<file path="config.mk">
export PLATFORM = sky130hd
export DESIGN_NAME = matrix_calc_core
export DESIGN_NICKNAME = d
export VERILOG_FILES = /design/src/rtl/matrix_calc_core.sv
export SDC_FILE = /design/constraint.sdc
export NUM_CORES = 1
export LEC_CHECK = 0
export BUFFER_PORTS_ARGS = -buffer_cell sky130_fd_sc_hd__buf_4
export CAP_MARGIN = 20
export CELL_PAD_IN_SITES_DETAIL_PLACEMENT = 0
export CELL_PAD_IN_SITES_GLOBAL_PLACEMENT = 1
export CORE_UTILIZATION = 45
export DETAILED_ROUTE_END_ITERATION = 16
export HOLD_SLACK_MARGIN = 0.15
export PLACE_DENSITY = 0.84
export RECOVER_POWER = 50
export SKIP_LAST_GASP = 1
export SLEW_MARGIN = 20
export SYNTH_ARGS = -nofsm -noshare
export SYNTH_HDL_FRONTEND = slang
export SYNTH_SLANG_ARGS = --single-unit
export TNS_END_PERCENT = 20
</file>
<file path="constraint.sdc">
create_clock -name clk -period 6.6 [get_ports clk]
set_input_delay 0.66 -clock clk [delete_from_list [all_inputs] [get_ports clk]]
set_output_delay 0.66 -clock clk [all_outputs]
set_load 0.03 [all_outputs]
</file>
<file path="src/rtl/matrix_calc_core.sv">
// matrix_calc_core: serial-load DIM x DIM signed matrix calculator (A*B, A+B, A-B), one result shown at a time.
// Define MATRIX_CALC_TRANSPOSE_EN to turn op 01 into transpose(A) instead of an error.
module matrix_calc_core #(
  parameter int DIM = 2,
  parameter int W   = 4,
  localparam int OW = 2*W + $clog2(DIM),
  localparam int IW = $clog2(DIM*DIM)
) (
  input  logic          clk,
  input  logic          rst,
  input  logic [W-1:0]  data_in,
  input  logic          enter,
  input  logic          next,
  input  logic [1:0]    op,
  output logic [OW-1:0] data_out,
  output logic [IW-1:0] index,
  output logic          busy,
  output logic          finish,
  output logic          error
);
  localparam int N    = DIM*DIM;
  localparam int CNTW = $clog2(2*N);
  localparam int CW   = $clog2(DIM);

  typedef enum logic [2:0] {
    S_LOAD  = 3'd0,
    S_CHECK = 3'd1,
    S_CALC  = 3'd2,
    S_DONE  = 3'd3,
    S_ERR   = 3'd4
  } state_t;

  state_t               state_r;
  logic                 enter_q_r, next_q_r;
  logic                 enter_pulse_s, next_pulse_s;
  logic [CNTW-1:0]      cnt_r;
  logic [IW-1:0]        index_r;
  logic [1:0]           op_r;
  logic [CW-1:0]        i_r, j_r, k_r;
  logic signed [OW-1:0] acc_r;
  logic signed [W-1:0]  mem_r [0:2*N-1];
  logic signed [OW-1:0] result_r [0:N-1];
  logic signed [OW-1:0] data_out_r;
  logic                 busy_r, finish_r, error_r;

  logic [CNTW-1:0]      a_idx_s, b_idx_s;
  logic [IW-1:0]        res_idx_s, index_nxt_s;
  logic signed [OW-1:0] a_ext_s, b_ext_s, mac_s, elem_s;
  logic                 is_mul_s, last_i_s, last_j_s, last_k_s, calc_last_s;

  // Button/switch edge detection history
  always_ff @(posedge clk) begin
    if (rst) begin
      enter_q_r <= 1'b0;
      next_q_r  <= 1'b0;
    end else begin
      enter_q_r <= enter;
      next_q_r  <= next;
    end
  end

  assign enter_pulse_s = enter & ~enter_q_r;
  assign next_pulse_s  = next & ~next_q_r;

  // Operand selection and arithmetic for the current loop position
  always_comb begin
    is_mul_s    = (op_r == 2'b00);
    last_i_s    = (i_r == CW'(DIM-1));
    last_j_s    = (j_r == CW'(DIM-1));
    last_k_s    = (k_r == CW'(DIM-1));
    calc_last_s = last_i_s && last_j_s && (last_k_s || !is_mul_s);
    res_idx_s   = IW'(int'(i_r)*DIM + int'(j_r));
    index_nxt_s = (index_r == IW'(N-1)) ? {IW{1'b0}} : index_r + IW'(1);
    if (is_mul_s) begin
      a_idx_s = CNTW'(int'(i_r)*DIM + int'(k_r));
      b_idx_s = CNTW'(N + int'(k_r)*DIM + int'(j_r));
    end else if (op_r == 2'b01) begin
      a_idx_s = CNTW'(int'(j_r)*DIM + int'(i_r));
      b_idx_s = CNTW'(N);
    end else begin
      a_idx_s = CNTW'(int'(i_r)*DIM + int'(j_r));
      b_idx_s = CNTW'(N + int'(i_r)*DIM + int'(j_r));
    end
    a_ext_s = OW'(mem_r[a_idx_s]);
    b_ext_s = OW'(mem_r[b_idx_s]);
    // k = 0 starts a fresh dot product, so the stale accumulator is dropped
    mac_s   = ((k_r == {CW{1'b0}}) ? {OW{1'b0}} : acc_r) + a_ext_s * b_ext_s;
    case (op_r)
      2'b10:   elem_s = a_ext_s + b_ext_s;
      2'b11:   elem_s = a_ext_s - b_ext_s;
      2'b01:   elem_s = a_ext_s;
      default: elem_s = mac_s;
    endcase
  end

  // Main control FSM with registered outputs
  always_ff @(posedge clk) begin
    if (rst) begin
      state_r    <= S_LOAD;
      cnt_r      <= {CNTW{1'b0}};
      index_r    <= {IW{1'b0}};
      op_r       <= 2'b00;
      i_r        <= {CW{1'b0}};
      j_r        <= {CW{1'b0}};
      k_r        <= {CW{1'b0}};
      acc_r      <= {OW{1'b0}};
      data_out_r <= {OW{1'b0}};
      busy_r     <= 1'b0;
      finish_r   <= 1'b0;
      error_r    <= 1'b0;
      for (int n = 0; n < N; n++) result_r[n] <= {OW{1'b0}};
    end else begin
      case (state_r)
        S_LOAD: begin
          if (enter_pulse_s) begin
            mem_r[cnt_r] <= data_in;
            if (cnt_r == CNTW'(2*N-1)) begin
              op_r    <= op;
              cnt_r   <= {CNTW{1'b0}};
              busy_r  <= 1'b1;
              state_r <= S_CHECK;
            end else begin
              cnt_r <= cnt_r + CNTW'(1);
            end
          end
        end
        S_CHECK: begin
          i_r   <= {CW{1'b0}};
          j_r   <= {CW{1'b0}};
          k_r   <= {CW{1'b0}};
          acc_r <= {OW{1'b0}};
`ifdef MATRIX_CALC_TRANSPOSE_EN
          state_r <= S_CALC;
`else
          if (op_r == 2'b01) begin
            busy_r  <= 1'b0;
            error_r <= 1'b1;
            state_r <= S_ERR;
          end else begin
            state_r <= S_CALC;
          end
`endif
        end
        S_CALC: begin
          acc_r <= mac_s;
          if (!is_mul_s || last_k_s) result_r[res_idx_s] <= elem_s;
          if (is_mul_s && !last_k_s) begin
            k_r <= k_r + CW'(1);
          end else begin
            k_r <= {CW{1'b0}};
            if (!last_j_s) begin
              j_r <= j_r + CW'(1);
            end else begin
              j_r <= {CW{1'b0}};
              i_r <= last_i_s ? {CW{1'b0}} : i_r + CW'(1);
            end
          end
          // index is 0 here and slot 0 is never the final write, so it is already valid
          if (calc_last_s) begin
            busy_r     <= 1'b0;
            finish_r   <= 1'b1;
            data_out_r <= result_r[index_r];
            state_r    <= S_DONE;
          end
        end
        S_DONE, S_ERR: begin
          if (enter_pulse_s) begin
            state_r    <= S_LOAD;
            cnt_r      <= {CNTW{1'b0}};
            index_r    <= {IW{1'b0}};
            data_out_r <= {OW{1'b0}};
            finish_r   <= 1'b0;
            error_r    <= 1'b0;
            for (int n = 0; n < N; n++) result_r[n] <= {OW{1'b0}};
          end else if (next_pulse_s && state_r == S_DONE) begin
            index_r    <= index_nxt_s;
            data_out_r <= result_r[index_nxt_s];
          end
        end
        default: begin
          state_r    <= S_LOAD;
          cnt_r      <= {CNTW{1'b0}};
          index_r    <= {IW{1'b0}};
          data_out_r <= {OW{1'b0}};
          busy_r     <= 1'b0;
          finish_r   <= 1'b0;
          error_r    <= 1'b0;
        end
      endcase
    end
  end

  assign data_out = data_out_r;
  assign index    = index_r;
  assign busy     = busy_r;
  assign finish   = finish_r;
  assign error    = error_r;
endmodule

</file>
### Word level (Yosys, flattened, before mapping)

Memories as Yosys holds them, arrays and structs flattened. A register that Yosys moved wholly into a read port is not among the register bits.
Index checks and enable logic that the tools add are counted.

| word-level totals | value |
|---|---|
| register bits | 36 |
| memory bits (writable) | 68 |
| input bits | 10 |
| output and inout port bits | 14 |
| logic and storage cells | 153 |
| memories | 2 |

Memory list:

| memory | depth | bits a word | read ports | clocked after Yosys merged registers in | write ports | line | RTL |
|---|---|---|---|---|---|---|---|
| result_r | 4 | 9 | 2 | 1 | 4 | 42 | `logic signed [OW-1:0] result_r [0:N-1];` |
| mem_r | 8 | 4 | 2 | 0 | 1 | 41 | `logic signed [W-1:0] mem_r [0:2*N-1];` |

| operators by class | value |
|---|---|
| add/subtract/negate cells | 15 |
| multipliers | 1 |
| equal/unequal tests | 17 |
| multiplexer cells | 65 |
| bitwise gates (word level) | 13 |
| reductions and logical operators | 26 |

Operators with widths:

| cell | count |
|---|---|
| $mux 9 | 9 |
| $pmux 9 s3 | 2 |
| $mux 3 | 11 |
| $mux 1 | 27 |
| $pmux 9 s2 | 1 |
| $reduce_and 3->1 | 6 |
| $ne 2x2->1 const B | 7 |
| $mux 2 | 6 |
| $pmux 3 s4 | 1 |
| $add 2x1->3 | 3 |
| $add 9x9->9 | 1 |
| $pmux 3 s3 | 1 |
| $reduce_or 9->1 | 1 |
| $mul 4x4->8 | 1 |
| $reduce_or 2->1 | 4 |
| $not 1->1 | 7 |
| $add 3x1->3 | 2 |
| $add 3x2->3 const A | 2 |
| $eq 2x2->1 const B | 3 |
| $eq 3x2->1 const B | 2 |
| $eq 3x3->1 const B | 2 |
| $pmux 1 s2 | 3 |
| $pmux 1 s3 | 2 |
| $add 4x4->5 | 1 |
| other kinds (21) | 32 |

### Logic depth before layout (Yosys ltp)

| depth | value |
|---|---|
| word-level depth | 9 |
| gate-level depth with buffers | 26 |
| depth with buffers taken out | 25 |

### Worst setup path before layout

OpenSTA, ideal clock, no wires.

| timing path | value |
|---|---|
| path kind | register -> register |
| start point | register op_r[0] |
| end point | memory result_r[3][8] in the netlist's numbering (data pin) |
| setup time | 0.266 ns |
| data arrival time | 5.595 ns |
| required time | 6.334 ns |
| setup slack | 0.739 ns |
| cell stages (with the launch flop) | 26 |
| path buffers | 1 |
| period minus slack after synthesis | 5.861 ns |
| cell sequence | dfxtp_1 buf_6 mux2i_1 nand2_1 o21ai_0 inv_1 mux4_2 inv_1 nand2_1 fa_1 fa_1 fa_1 inv_1 ha_1 fa_1 a21o_1 a21oi_1 xnor2_1 xnor2_1 ha_1 a21oi_1 o21ai_0 xnor2_1 xnor3_1 a21oi_2 nor2_1 |

RTL lines:

| item | line | RTL |
|---|---|---|
| start, declared | 38 | `logic [1:0] op_r;` |
| start signal, assigned | 118 | `op_r <= op;` |
| end, declared | 42 |  |

==> impl_results.md <==
- Status: finished with violations
- Failing checks: capacitance limit, slew limit
- Yosys Warn Count: 0
- Clock buffer depth: 2
- Number of global-route vias before repair: 4426
- Crit-path max cell delay: 580 ps
- Number of antenna diodes: 0
- GP Congestion: 0.8377
- Share of layout cells above drive strength 1: 0.1220
- Maximum Capacitance Violations: 2
- Vert. Die Dim: approximately 120 µm
- CP most frequent cell: fa_1
- CTS Buf Count: 9
- Worst Skew: about 13 ps
- Core area: about 0.013 mm²
- Sequential-to-total area share from yosys stat: 0.4517
- Max-slew headroom: -0.1963
- Final ANT Viol Nets: 0
- Mapped Nets: between 600 and 700
- Die width: 119.4 µm
- WP data arrival: 6340 ps
- H-tree Lvls: 3
- Fin crit share: 0.9468
- Final setup violation count: 0
- Synthesized area: 0.006205 mm²
- DR iter-0 viols: around 290
- Startpoint types: flop
- Power per Cell Area: roughly 210 mW/mm²
- Nets@finish: 640
- Routed WL: 13.23 mm
- Post-DP HPWL: 10.09 mm
- Crit end category: flop
- CP cell instances: buf_4, or3b_4, o21ai_4, mux2i_1, nand2_1, fa_1, fa_1, fa_1, inv_1, ha_1, fa_1, a21o_1, a21oi_1, xnor2_1, xnor2_1, ha_1, a21oi_1, o21ai_0, xnor2_1, xnor3_1, a21oi_2, nor2_1
- Setup TNS: 0 ps
- Max Slew Vio Count: 40
- Initial Utilization: 0.4648
- WP buf/inv: 2
- Die area: 0.01426 mm²
- Via count: about 4300
- Area contributors post-synth: edfxtp_1, dfxtp_1, mux4_2
- Synth top area share: 0.3291
- Worst hold path class: reg -> reg
- Max frequency: 160.0 MHz
- VDD IR max: 0.0001424 V
- Minimum clock period: around 6200 ps
- Area delta synth->final: 9.478%
- Static leakage: roughly 2.6 nW
- RSZ-0062 raised after global routing: false
- CTS Sinks: 106
- Row cnt: 42
- Largest net degree at the start of global routing: 40
- Total GRT Usage: 0.2039
- Reg clk slew, reported paths: around 80 ps
- Post-CTS Hold Buffers: 0
- Worst-Margin Slew: approximately 1800 ps
- Hold Vio Cnt, Final: 0
- R2R Setup Slk: 350 ps
- Slowest CP cell: fa_1
- Ports: 24
- Mean Syn Cell Area: approximately 11 µm²
- WHS: 478.6 ps
- DR WL/cell: 17.27 µm
- CP max FO: 14
- Post-synth EDFFs: between 60 and 70
- Placed cells: 748
- Top_reg_cell synth: edfxtp_1
- FFs w/ async S/R, synth: 0
- Non-Filler Instances: approximately 770
- CP required: about 6700 ps
- Via density per instance: 5.674
- Yosys top cell by area: edfxtp_1
- Delay-heaviest family, CP: adder cells
- # port buffers: 23
- Synth unique cells: 57
- DRT Pass-1 Iters: 5
- Post-synth top cells: nor2_1, edfxtp_1, a21oi_1, dfxtp_1, ha_1
- CTS tree: done
- DR DRC count: 0
- Final global-route overflow total: 0
- Setup CP Type: reg -> reg
- First-pass GRT wire length: between 20 and 25 mm
- Total power: approximately 1.4 mW
- Top-count cell post-synth: nor2_1
- Post-Synthesis Cells: 574
- Fill cell count: ~1200
- Skew-Pair Late Insertion Delay: ~360 ps
- Yosys reg bits: approximately 110
- Initial antenna violation count: 0
- Root buffer selected by CTS: clkbuf_16
[layer usage]
metal / part of all wire / wire length, µm / track usage
met5: 0 / 0 / 0
met2: 0.52 / 6893 / 0.3670
met4: 0.017 / 226 / 0.07344
met3: 0.034 / 451 / 0.03736
met1: 0.43 / 5661 / 0.2422
[final cells by class]
class | instances | area, µm² | area share
Multi-Input combinational cell | 408 | 3178 | 0.4679
Inverter | 30 | 112.6 | 0.01658
Clock inverter | 4 | 28.78 | 0.004237
Timing Repair Buffer | 30 | 153.9 | 0.02266
Tap cell | 176 | 220.2 | 0.03242
Sequential cell | 106 | 2810 | 0.4137
Clock buffer | 12 | 289.0 | 0.04255
[repair_timing]
action / CTS / global route
buffers inserted: 0 / 2
endpoints found under the setup margin: 0 / 9
gates resized for setup: 0 / 7
[worst register-to-register path, stage by stage (launching register included)]
cell and delay [ps]:
dfxtp_1 380, buf_4 220, or3b_4 410, o21ai_4 110, mux2i_1 460, nand2_1 150
fa_1 580, fa_1 440, fa_1 510, inv_1 40, ha_1 210, fa_1 410
a21o_1 190, a21oi_1 170, xnor2_1 240, xnor2_1 130, ha_1 350, a21oi_1 120
o21ai_0 110, xnor2_1 180, xnor3_1 280, a21oi_2 220, nor2_1 70
[worst paths after layout]
path          from        endpoint  cells after the start
max reg2reg    k_r  result_r[0][8]                     22
min reg2reg  error           error                      1
max            k_r  result_r[0][8]                     22
min          error           error                      1
[layout by cell type (no fill, tap or decap), drive strengths merged, types with 2 or more instances in the layout]
| cell type | synthesis | layout |
|---|---|---|
| mux4 | 26 | 26 |
| or2 | 3 | 3 |
| nor3 | 10 | 10 |
| a211oi | 2 | 2 |
| nor2b | 4 | 4 |
| dfxtp | 38 | 38 |
| edfxtp | 68 | 68 |
| o22a | 2 | 2 |
| a21oi | 40 | 40 |
| xor2 | 2 | 2 |
| o211ai | 2 | 2 |
| a21o | 5 | 5 |
| fa | 12 | 12 |
| a21boi | 2 | 2 |
| ha | 33 | 33 |
| mux2i | 11 | 11 |
| nand2 | 31 | 31 |
| and2 | 11 | 11 |
| o21a | 4 | 4 |
| a22oi | 21 | 21 |
| nand3 | 5 | 5 |
| xnor2 | 16 | 16 |
| clkinv | 0 | 2 |
| a22o | 6 | 6 |
| nor4 | 2 | 2 |
| nand2b | 6 | 6 |
| buf | 9 | 11 |
| o21ai | 17 | 17 |
| o21bai | 3 | 3 |
| inv | 30 | 31 |
| or3 | 4 | 4 |
| o31ai | 4 | 4 |
| a31oi | 8 | 8 |
| clkbuf | 21 | 31 |
| nor2 | 103 | 103 |
[sequential cells by signal (all words and copies together), names as in the netlist, 2 cells and up, named ones only]
| register | cells |
|---|---|
| acc_r | 9 |
| cnt_r | 3 |
| data_out | 9 |
| index | 2 |
| mem_r | 32 |
| op_r | 2 |
| result_r | 36 |
| state_r | 3 |
[stage by stage]
step | area (µm²) | utilization | worst slack, ps
floorplan | 6205 | - | 739.2
global placement | 6514 | 0.4880 | 331.6
detailed placement | 6514 | 0.4880 | 156.6
CTS | 6832 | 0.5118 | 121.6
global route | 6793 | 0.5089 | 32.30
finish | 6793 | 0.5089 | 351.3
[power by group]
| group | internal [mW] | switching (mW) | total, mW | leakage [nW] |
|---|---|---|---|---|
| clock network | 0.314 | 0.248 | 0.562 | 0.157 |
| logic | 0.0524 | 0.0728 | 0.125 | 1.45 |
| registers | 0.714 | 0.00611 | 0.720 | 0.969 |
| total | 1.08 | 0.327 | 1.41 | 2.57 |
[cells by family after synthesis]
group / synth area share
fa+ha+maj: 0.1053
xor+xnor: 0.02904
buf+inv: 0.03852
compound gates: 0.1329
mux: 0.1121
flops: 0.4517
simple gates: 0.1305
(Power assumes the default switching activity.)
